$ cat config.mk
export PLATFORM = sky130hd
export DESIGN_NAME = rpn_stack_alu
export DESIGN_NICKNAME = d
export VERILOG_FILES = /design/src/rtl/rpn_stack_alu.sv
export SDC_FILE = /design/constraint.sdc
export NUM_CORES = 2
export LEC_CHECK = 0
export ABC_CLOCK_PERIOD_IN_PS = 52100
export CORE_ASPECT_RATIO = 1.75
export CORE_MARGIN = 4
export CORE_UTILIZATION = 45
export CTS_CLUSTER_SIZE = 8
export DETAILED_ROUTE_END_ITERATION = 6
export PLACE_DENSITY = 0.63
export SYNTH_ARGS = -nofsm -noshare
export SYNTH_HDL_FRONTEND = slang
export SYNTH_SLANG_ARGS = --single-unit
$ cat constraint.sdc
create_clock -name clk_i -period 52.1 [get_ports clk_i]
set_clock_uncertainty 0.05 [all_clocks]
set_input_delay 15.63 -clock clk_i [delete_from_list [all_inputs] [get_ports clk_i]]
set_output_delay 15.63 -clock clk_i [all_outputs]
set_load 0.1 [all_outputs]
$ cat src/rtl/rpn_stack_alu.sv
`default_nettype none
// ============================================================================
//  Module      : rpn_stack_alu
//  Description : RPN arithmetic unit. Parses an ASCII decimal character stream
//                onto a DEPTH-entry stack of WIDTH-bit signed words, executes
//                + - * /, and on '=' emits the popped result as signed decimal
//                ASCII followed by a newline. Errors emit "E\n".
//  Revision    : 1.0 - initial release
// ============================================================================
module rpn_stack_alu #(
    parameter int WIDTH = 16,
    parameter int DEPTH = 8
) (
    input  logic                         clk_i,
    input  logic                         rst_ni,
    input  logic                         in_stb_i,
    input  logic [7:0]                   in_char_i,
    output logic                         in_ack_o,
    output logic                         out_stb_o,
    output logic [7:0]                   out_char_o,
    input  logic                         out_ack_i,
    output logic                         err_o,
    output logic [$clog2(DEPTH+1)-1:0]   depth_o
);

    localparam int c_DW   = $clog2(DEPTH + 1);
    localparam int c_AW   = $clog2(DEPTH);
    // Decimal digits needed for the largest unsigned WIDTH-bit magnitude
    localparam int c_NDIG = (WIDTH * 30103) / 100000 + 1;
    localparam int c_IW   = $clog2(c_NDIG);

    localparam logic [WIDTH-1:0] c_TEN = WIDTH'(10);

    localparam logic [2:0] c_ST_IDLE     = 3'd0;
    localparam logic [2:0] c_ST_EXEC     = 3'd1;
    localparam logic [2:0] c_ST_CONV     = 3'd2;
    localparam logic [2:0] c_ST_EMIT_SGN = 3'd3;
    localparam logic [2:0] c_ST_EMIT_DIG = 3'd4;
    localparam logic [2:0] c_ST_EMIT_NL  = 3'd5;
    localparam logic [2:0] c_ST_EMIT_ERR = 3'd6;
    localparam logic [2:0] c_ST_ERR_NL   = 3'd7;

    localparam logic [1:0] c_OP_ADD = 2'd0;
    localparam logic [1:0] c_OP_SUB = 2'd1;
    localparam logic [1:0] c_OP_MUL = 2'd2;
    localparam logic [1:0] c_OP_DIV = 2'd3;

    logic [2:0]        state_q, state_d;
    logic [WIDTH-1:0]  stk_q [DEPTH];
    logic [WIDTH-1:0]  stk_d [DEPTH];
    logic [c_DW-1:0]   sp_q, sp_d;
    logic [WIDTH-1:0]  acc_q, acc_d;
    logic              pend_q, pend_d;
    logic              err_q, err_d;
    logic [1:0]        op_q, op_d;
    logic              neg_q, neg_d;
    logic [WIDTH-1:0]  mag_q, mag_d;
    logic [3:0]        dig_q [c_NDIG];
    logic [3:0]        dig_d [c_NDIG];
    logic [c_IW-1:0]   idx_q, idx_d;

    logic              w_is_digit;
    logic              w_is_op;
    logic [1:0]        w_op_code;
    logic              w_full;
    logic              w_eff_lt2;
    logic [c_AW-1:0]   w_push_idx;
    logic [c_AW-1:0]   w_top_idx;
    logic [c_AW-1:0]   w_sec_idx;
    logic [WIDTH-1:0]  w_top_val;
    logic [WIDTH-1:0]  w_a;
    logic [WIDTH-1:0]  w_b;
    logic [WIDTH-1:0]  w_abs_a;
    logic [WIDTH-1:0]  w_abs_b;
    logic [WIDTH-1:0]  w_uquo;
    logic [WIDTH-1:0]  w_quo;
    logic [WIDTH-1:0]  w_res;
    logic [WIDTH-1:0]  w_quot10;
    logic              w_fail;

    // Character classification and stack addressing
    assign w_is_digit = (in_char_i >= 8'h30) && (in_char_i <= 8'h39);
    assign w_is_op    = (in_char_i == 8'h2B) || (in_char_i == 8'h2D) ||
                        (in_char_i == 8'h2A) || (in_char_i == 8'h2F);
    assign w_full     = (sp_q == c_DW'(DEPTH));
    assign w_eff_lt2  = ((sp_q + c_DW'(pend_q)) < c_DW'(2));
    assign w_push_idx = c_AW'(sp_q);
    assign w_top_idx  = c_AW'(sp_q - c_DW'(1));
    assign w_sec_idx  = c_AW'(sp_q - c_DW'(2));
    assign w_top_val  = pend_q ? acc_q : stk_q[w_top_idx];

    // Operand fetch and signed division via magnitudes (MIN / -1 wraps to MIN)
    assign w_a      = stk_q[w_sec_idx];
    assign w_b      = stk_q[w_top_idx];
    assign w_abs_a  = w_a[WIDTH-1] ? (-w_a) : w_a;
    assign w_abs_b  = w_b[WIDTH-1] ? (-w_b) : w_b;
    assign w_uquo   = (w_abs_b == '0) ? '0 : (w_abs_a / w_abs_b);
    assign w_quo    = (w_a[WIDTH-1] ^ w_b[WIDTH-1]) ? (-w_uquo) : w_uquo;
    assign w_quot10 = mag_q / c_TEN;

    // Operator encoding of the incoming character
    always_comb begin
        w_op_code = c_OP_ADD;
        case (in_char_i)
            8'h2D:   w_op_code = c_OP_SUB;
            8'h2A:   w_op_code = c_OP_MUL;
            8'h2F:   w_op_code = c_OP_DIV;
            default: w_op_code = c_OP_ADD;
        endcase
    end

    // ALU result for the latched operator
    always_comb begin
        w_res = w_a + w_b;
        case (op_q)
            c_OP_SUB: w_res = w_a - w_b;
            c_OP_MUL: w_res = w_a * w_b;
            c_OP_DIV: w_res = w_quo;
            default:  w_res = w_a + w_b;
        endcase
    end

    // Next-state logic: parser, executor, converter and emitter
    always_comb begin
        state_d = state_q;
        stk_d   = stk_q;
        sp_d    = sp_q;
        acc_d   = acc_q;
        pend_d  = pend_q;
        err_d   = err_q;
        op_d    = op_q;
        neg_d   = neg_q;
        mag_d   = mag_q;
        dig_d   = dig_q;
        idx_d   = idx_q;
        w_fail  = 1'b0;

        case (state_q)
            c_ST_IDLE: begin
                if (in_stb_i) begin
                    err_d = 1'b0;
                    if (w_is_digit) begin
                        acc_d  = acc_q * c_TEN + WIDTH'(in_char_i[3:0]);
                        pend_d = 1'b1;
                    end else if (in_char_i == 8'h20) begin
                        if (pend_q) begin
                            if (w_full) begin
                                w_fail = 1'b1;
                            end else begin
                                stk_d[w_push_idx] = acc_q;
                                sp_d   = sp_q + c_DW'(1);
                                acc_d  = '0;
                                pend_d = 1'b0;
                            end
                        end
                    end else if ((in_char_i == 8'h28) || (in_char_i == 8'h29)) begin
                        // Brackets carry no meaning in RPN; accepted and dropped
                    end else if (w_is_op) begin
                        if (pend_q && w_full) begin
                            w_fail = 1'b1;
                        end else if (w_eff_lt2) begin
                            w_fail = 1'b1;
                        end else begin
                            if (pend_q) begin
                                stk_d[w_push_idx] = acc_q;
                                sp_d   = sp_q + c_DW'(1);
                                acc_d  = '0;
                                pend_d = 1'b0;
                            end
                            op_d    = w_op_code;
                            state_d = c_ST_EXEC;
                        end
                    end else if (in_char_i == 8'h3D) begin
                        if (pend_q && w_full) begin
                            w_fail = 1'b1;
                        end else if (!pend_q && (sp_q == '0)) begin
                            w_fail = 1'b1;
                        end else begin
                            // A pending literal is pushed and popped at once,
                            // so it feeds conversion without touching the stack
                            if (!pend_q) begin
                                sp_d = sp_q - c_DW'(1);
                            end
                            neg_d   = w_top_val[WIDTH-1];
                            mag_d   = w_top_val[WIDTH-1] ? (-w_top_val) : w_top_val;
                            acc_d   = '0;
                            pend_d  = 1'b0;
                            idx_d   = '0;
                            state_d = c_ST_CONV;
                        end
                    end else begin
                        w_fail = 1'b1;
                    end
                end
            end

            c_ST_EXEC: begin
                if ((op_q == c_OP_DIV) && (w_b == '0)) begin
                    w_fail = 1'b1;
                end else begin
                    stk_d[w_sec_idx] = w_res;
                    sp_d    = sp_q - c_DW'(1);
                    state_d = c_ST_IDLE;
                end
            end

            c_ST_CONV: begin
                // Least significant digit first; idx ends on the MS digit
                dig_d[idx_q] = 4'(mag_q % c_TEN);
                mag_d        = w_quot10;
                if (w_quot10 == '0) begin
                    state_d = neg_q ? c_ST_EMIT_SGN : c_ST_EMIT_DIG;
                end else begin
                    idx_d = idx_q + c_IW'(1);
                end
            end

            c_ST_EMIT_SGN: begin
                if (out_ack_i) state_d = c_ST_EMIT_DIG;
            end

            c_ST_EMIT_DIG: begin
                if (out_ack_i) begin
                    if (idx_q == '0) begin
                        state_d = c_ST_EMIT_NL;
                    end else begin
                        idx_d = idx_q - c_IW'(1);
                    end
                end
            end

            c_ST_EMIT_NL: begin
                if (out_ack_i) state_d = c_ST_IDLE;
            end

            c_ST_EMIT_ERR: begin
                if (out_ack_i) state_d = c_ST_ERR_NL;
            end

            c_ST_ERR_NL: begin
                if (out_ack_i) state_d = c_ST_IDLE;
            end

            default: state_d = c_ST_IDLE;
        endcase

        if (w_fail) begin
            err_d   = 1'b1;
            sp_d    = '0;
            acc_d   = '0;
            pend_d  = 1'b0;
            for (int i = 0; i < DEPTH; i++) begin
                stk_d[i] = '0;
            end
            state_d = c_ST_EMIT_ERR;
        end
    end

    // State registers with asynchronous active-low clear
    always_ff @(posedge clk_i or negedge rst_ni) begin
        if (!rst_ni) begin
            state_q <= c_ST_IDLE;
            sp_q    <= '0;
            acc_q   <= '0;
            pend_q  <= 1'b0;
            err_q   <= 1'b0;
            op_q    <= c_OP_ADD;
            neg_q   <= 1'b0;
            mag_q   <= '0;
            idx_q   <= '0;
            for (int i = 0; i < DEPTH; i++) begin
                stk_q[i] <= '0;
            end
            for (int i = 0; i < c_NDIG; i++) begin
                dig_q[i] <= '0;
            end
        end else begin
            state_q <= state_d;
            sp_q    <= sp_d;
            acc_q   <= acc_d;
            pend_q  <= pend_d;
            err_q   <= err_d;
            op_q    <= op_d;
            neg_q   <= neg_d;
            mag_q   <= mag_d;
            idx_q   <= idx_d;
            stk_q   <= stk_d;
            dig_q   <= dig_d;
        end
    end

    // Output character selection, decoded straight from state so reset
    // drops out_stb without waiting for a clock
    always_comb begin
        out_char_o = 8'h00;
        case (state_q)
            c_ST_EMIT_SGN: out_char_o = 8'h2D;
            c_ST_EMIT_DIG: out_char_o = {4'h3, dig_q[idx_q]};
            c_ST_EMIT_NL:  out_char_o = 8'h0A;
            c_ST_EMIT_ERR: out_char_o = 8'h45;
            c_ST_ERR_NL:   out_char_o = 8'h0A;
            default:       out_char_o = 8'h00;
        endcase
    end

    assign in_ack_o  = (state_q == c_ST_IDLE);
    assign out_stb_o = (state_q == c_ST_EMIT_SGN) || (state_q == c_ST_EMIT_DIG) ||
                       (state_q == c_ST_EMIT_NL)  || (state_q == c_ST_EMIT_ERR) ||
                       (state_q == c_ST_ERR_NL);
    assign err_o     = err_q;
    assign depth_o   = sp_q;

endmodule
`default_nettype wire

==> results.md <==
Logic synthesis:
- In this run the mean area of a mapped cell was 7.910 um2.
- The proportion of synthesized chip area in sequential cells is 18.04%.
- The synthesized instance count is 3,420.
- Counting flops and latches in the post-synthesis netlist gives 195.
- The cell area after synthesis is approximately 27,000 um2.
- In this run, distinct cell masters in the synthesized netlist total 106.
- Yosys mapped a number of flops with a built-in enable equal to 0.
- The primary flip-flop cell chosen by synthesis mapping is dfrtp_1.
- The share of the synthesized area in the top cell type is 18.04%.
- Yosys printed 0 warnings.
- The total nets after synthesis is between 3,000 and 4,000.
- For this run, asynchronously set or reset flops after synthesis account for 100.0%.
- Sorting the synthesized cells by area gives the leading types as dfrtp_1 18%, ha_1 11%, fa_1 6.2%.
- The biggest area contributor in the post-synthesis netlist is dfrtp_1.

STA:
- The count of pins over their slew limit is 0.
- Setup violations remaining at the end of the flow were counted as 0.
- The relative max-transition margin is 20.73%.
- For the finished layout, the period the worst path requires is between 40 and 50 ns.
- The summed negative setup slack over all endpoints is 0 ns.
- Based on the critical path, the design can be clocked at up to approximately 24 MHz.
- Setup repair after global routing left no endpoint under its margin.
- The final clock period utilization by the worst path is 80.56%.
- The count of endpoints failing hold in the final timing report is 0.
- For the pin with the worst max-slew slack, the measured transition is roughly 1.2 ns.

Worst setup path:
- Data on the critical path arrives at its endpoint at 42.32 ns.
- The maximum fanout along the worst path is 40.
- The startpoint of the worst register-to-register path is depth_o[1].
- The number of buffers and inverters on the critical path is 12.
- Measured in cells, the most critical reg-to-reg path has a length of 180.
- The critical path data required time is ~52 ns.
- The setup check on the worst reg-to-reg path leaves a slack of 10.13 ns.
- The slowest stage of the critical path belongs to the cell o31ai_2.
- The worst register-to-register path ends at stk_q[58].
- By startpoint and endpoint, the worst setup path is classified as flop to flop.
- Counting stages on the worst path, the most repeated cell is o21a_1.
- The dominant delay contributor by cell family on the critical path is compound AO/OA/AOI/OAI gates.
- The nature of the critical path endpoint is a flop.
- The element type at the critical path start is a flop.
- The delay of the slowest critical-path stage is 0.83 ns.

Clock tree:
- For the worst-skew pair, the clock arrives at the later sink with an insertion delay of a little over 0.5 ns.
- The number of gates given a new drive strength after cts is 0.
- After clock tree synthesis, the clock-pin slew on the worst setup and hold paths is 0.07 ns.
- The clock tree buffer depth is 3.
- The clock tree from TritonCTS is done.
- Counting the buffers created by CTS gives 25.
- In this run the clock root is driven by a clkbuf_16.
- The number of post-CTS setup repair buffers is 0.
- For this design, the sink count on the clock tree is roughly 200.
- The number of hold buffers added after CTS is 0.
- The maximum level of the CTS H-tree is 4.

Drt:
- The first-pass iteration count of the detailed router is 6.
- After detailed routing, the number of remaining DRC violations is 0.
- The mean number of vias per cell is 6.199.
- The count of vias placed by the detailed router is between 20,000 and 30,000.
- The number of design-rule violations left by the first detailed-router iteration is 1,998.
- The number of routed nets with antenna violations is 0.
- The detail-routed net length per standard cell is 22.40 um.
- The aggregate routed wire length is 92,630 um.

Final layout:
- 0 antenna diodes ended up in the layout.
- After the last flow step, the layout net total stands at 3,691.
- The finished layout holds 4,136 standard cells, fillers aside.
- Measured on the finished design, the core utilization comes to between 40% and 50%.
- The fraction of layout instances using a drive strength above 1 is 9.505%.
- Compared with the post-synthesis result, the final layout area differs by 6.323%.

Hold path:
- The worst hold path belongs to the class flop to flop.
- Along the worst hold path, the cell count comes to 2.
- The startpoint identified for the worst hold timing path is dig_q[15].
- For hold timing, the worst endpoint is dig_q[15].

GRT:
- The final global-route overflow total is 0.
- The global-route wire length before repair is ~140,000 um.
- Across every metal layer, demand over resource in global routing totals 27.91%.
- The number of global-route vias before repair is between 20,000 and 30,000.
- The largest net degree at the start of global routing is 85.
- The initial antenna violation count was 0.

Place:
- The number of port buffers is 25.
- The post-detailed-placement half-perimeter wirelength is between 70,000 and 80,000 um.
- Counting tap cells, the placed design contains a total of a little over 4,000 instances.
- The final weighted congestion in routability-driven placement is 0.9900.

Floorplanning:
- In this run the horizontal extent of the chip is 193.3 um.
- For this configuration, the core starts out at a cell density of 45.58%.
- The height of the chip is approximately 330 um.
- 27 I/O pins were placed.
- The core region is 59,350 um2.
- The floorplan step defined a die boundary enclosing 64,250 um2.
- The floorplan has about 120 rows.

Run status:
- The flow ran to the end, and the final reports show no timing, DRC or antenna violations.

Flow run:
- The number of max-capacitance violations reported is 0.
[worst max path at each step]
stage               startpoint    endpoint  depth (start not counted)
floorplan           depth_o[0]  stk_q[106]                        194
global placement    depth_o[1]   stk_q[58]                        182
detailed placement  depth_o[1]   stk_q[58]                        182
CTS                 depth_o[1]  stk_q[106]                        182
global route        depth_o[0]  stk_q[124]                        179
finish              depth_o[1]   stk_q[58]                        180
[Yosys cell counts, types with 51 or more instances]
cell and number:
nand2_1 431, nor2_1 338, o21ai_0 318, ha_1 244
inv_1 225, dfrtp_1 195, a21oi_1 175, clkbuf_1 136
xnor2_1 121, nor3_1 100, fa_1 84, o21a_1 75
mux2_2 71, mux4_2 64, xor2_1 56, nand3_1 51
[stage by stage]
step	hold WS [ns]	setup WS [ns]	cell area, um2
floorplan	0.3992	12.81	27050
global placement	0.4207	11.52	28030
detailed placement	0.4237	10.58	28030
CTS	0.4406	10.43	28760
global route	0.4645	6.437	28760
finish	0.4360	10.13	28760
[metal layers]
layer	share of wire, %	global-route usage, %	up-vias
li1	-	-	12010
met1	36	29.59	12340
met2	51	51.00	908
met3	4.7	3.140	376
met4	8.5	19.96	0
met5	0	0	-
[placed cells by master, fill, tap and decap left out, types with 11 or more instances in the layout]
cell,synthesis,layout
nand2_1,431,431
nor2_1,338,336
o21ai_0,318,318
ha_1,244,243
inv_1,225,225
dfrtp_1,195,193
a21oi_1,175,174
xnor2_1,121,118
nor3_1,100,100
fa_1,84,84
o21a_1,75,75
mux2_2,71,71
buf_4,8,65
mux4_2,64,64
xor2_1,56,56
nand3_1,51,51
mux2i_1,48,46
a21o_1,42,42
and3_1,36,36
nand2b_1,35,35
a22oi_1,32,32
o31ai_1,29,28
nor2b_1,27,27
or3_1,27,27
a31oi_1,25,25
o211ai_1,25,25
clkbuf_16,0,25
clkdlybuf4s50_1,0,24
or2_2,22,22
a21boi_0,22,22
a2bb2oi_1,18,18
nand4_1,18,18
and2_1,17,17
nor4_1,15,15
o21bai_1,15,15
o22ai_1,14,14
a211oi_1,15,14
o21ai_1,13,13
a221oi_1,12,11
[flip-flops by register name, indices dropped and copies added (netlist names)]
| signal | cells |
|---|---|
| neg_q | 1 |
| depth_o | 4 |
| err_o | 1 |
| op_q | 2 |
| state_q | 3 |
| dig_q | 20 |
| stk_q | 128 |
| mag_q | 16 |
| idx_q | 3 |
| pend_q | 1 |
| acc_q | 16 |
[worst min-delay path: stages, from the launching register on]
cell     delay, ns
dfrtp_1       0.34
nand2_1       0.05
o21ai_0       0.06
[layout make-up]
class	instances	area, um2
sequential	195	4885
clock inverter	4	70.07
tap	780	975.9
multi-input combinational	2804	20550
clock buffer	28	656.9
timing repair buffer	90	742.0
inverter	235	882.1
fill	5890	30590
[kinds of logic after synthesis]
logic type	Yosys count	synth area share [%]
flops	195	18.04
compound gates	939	22.30
xor+xnor	178	5.791
simple gates	1168	19.70
mux	189	10.37
other cells	1	0.01386
fa+ha+maj	329	17.54
buf+inv	421	6.249
Power is not shown: default switching activity piles up to over one toggle a cycle in this logic, so the estimate is an artifact.
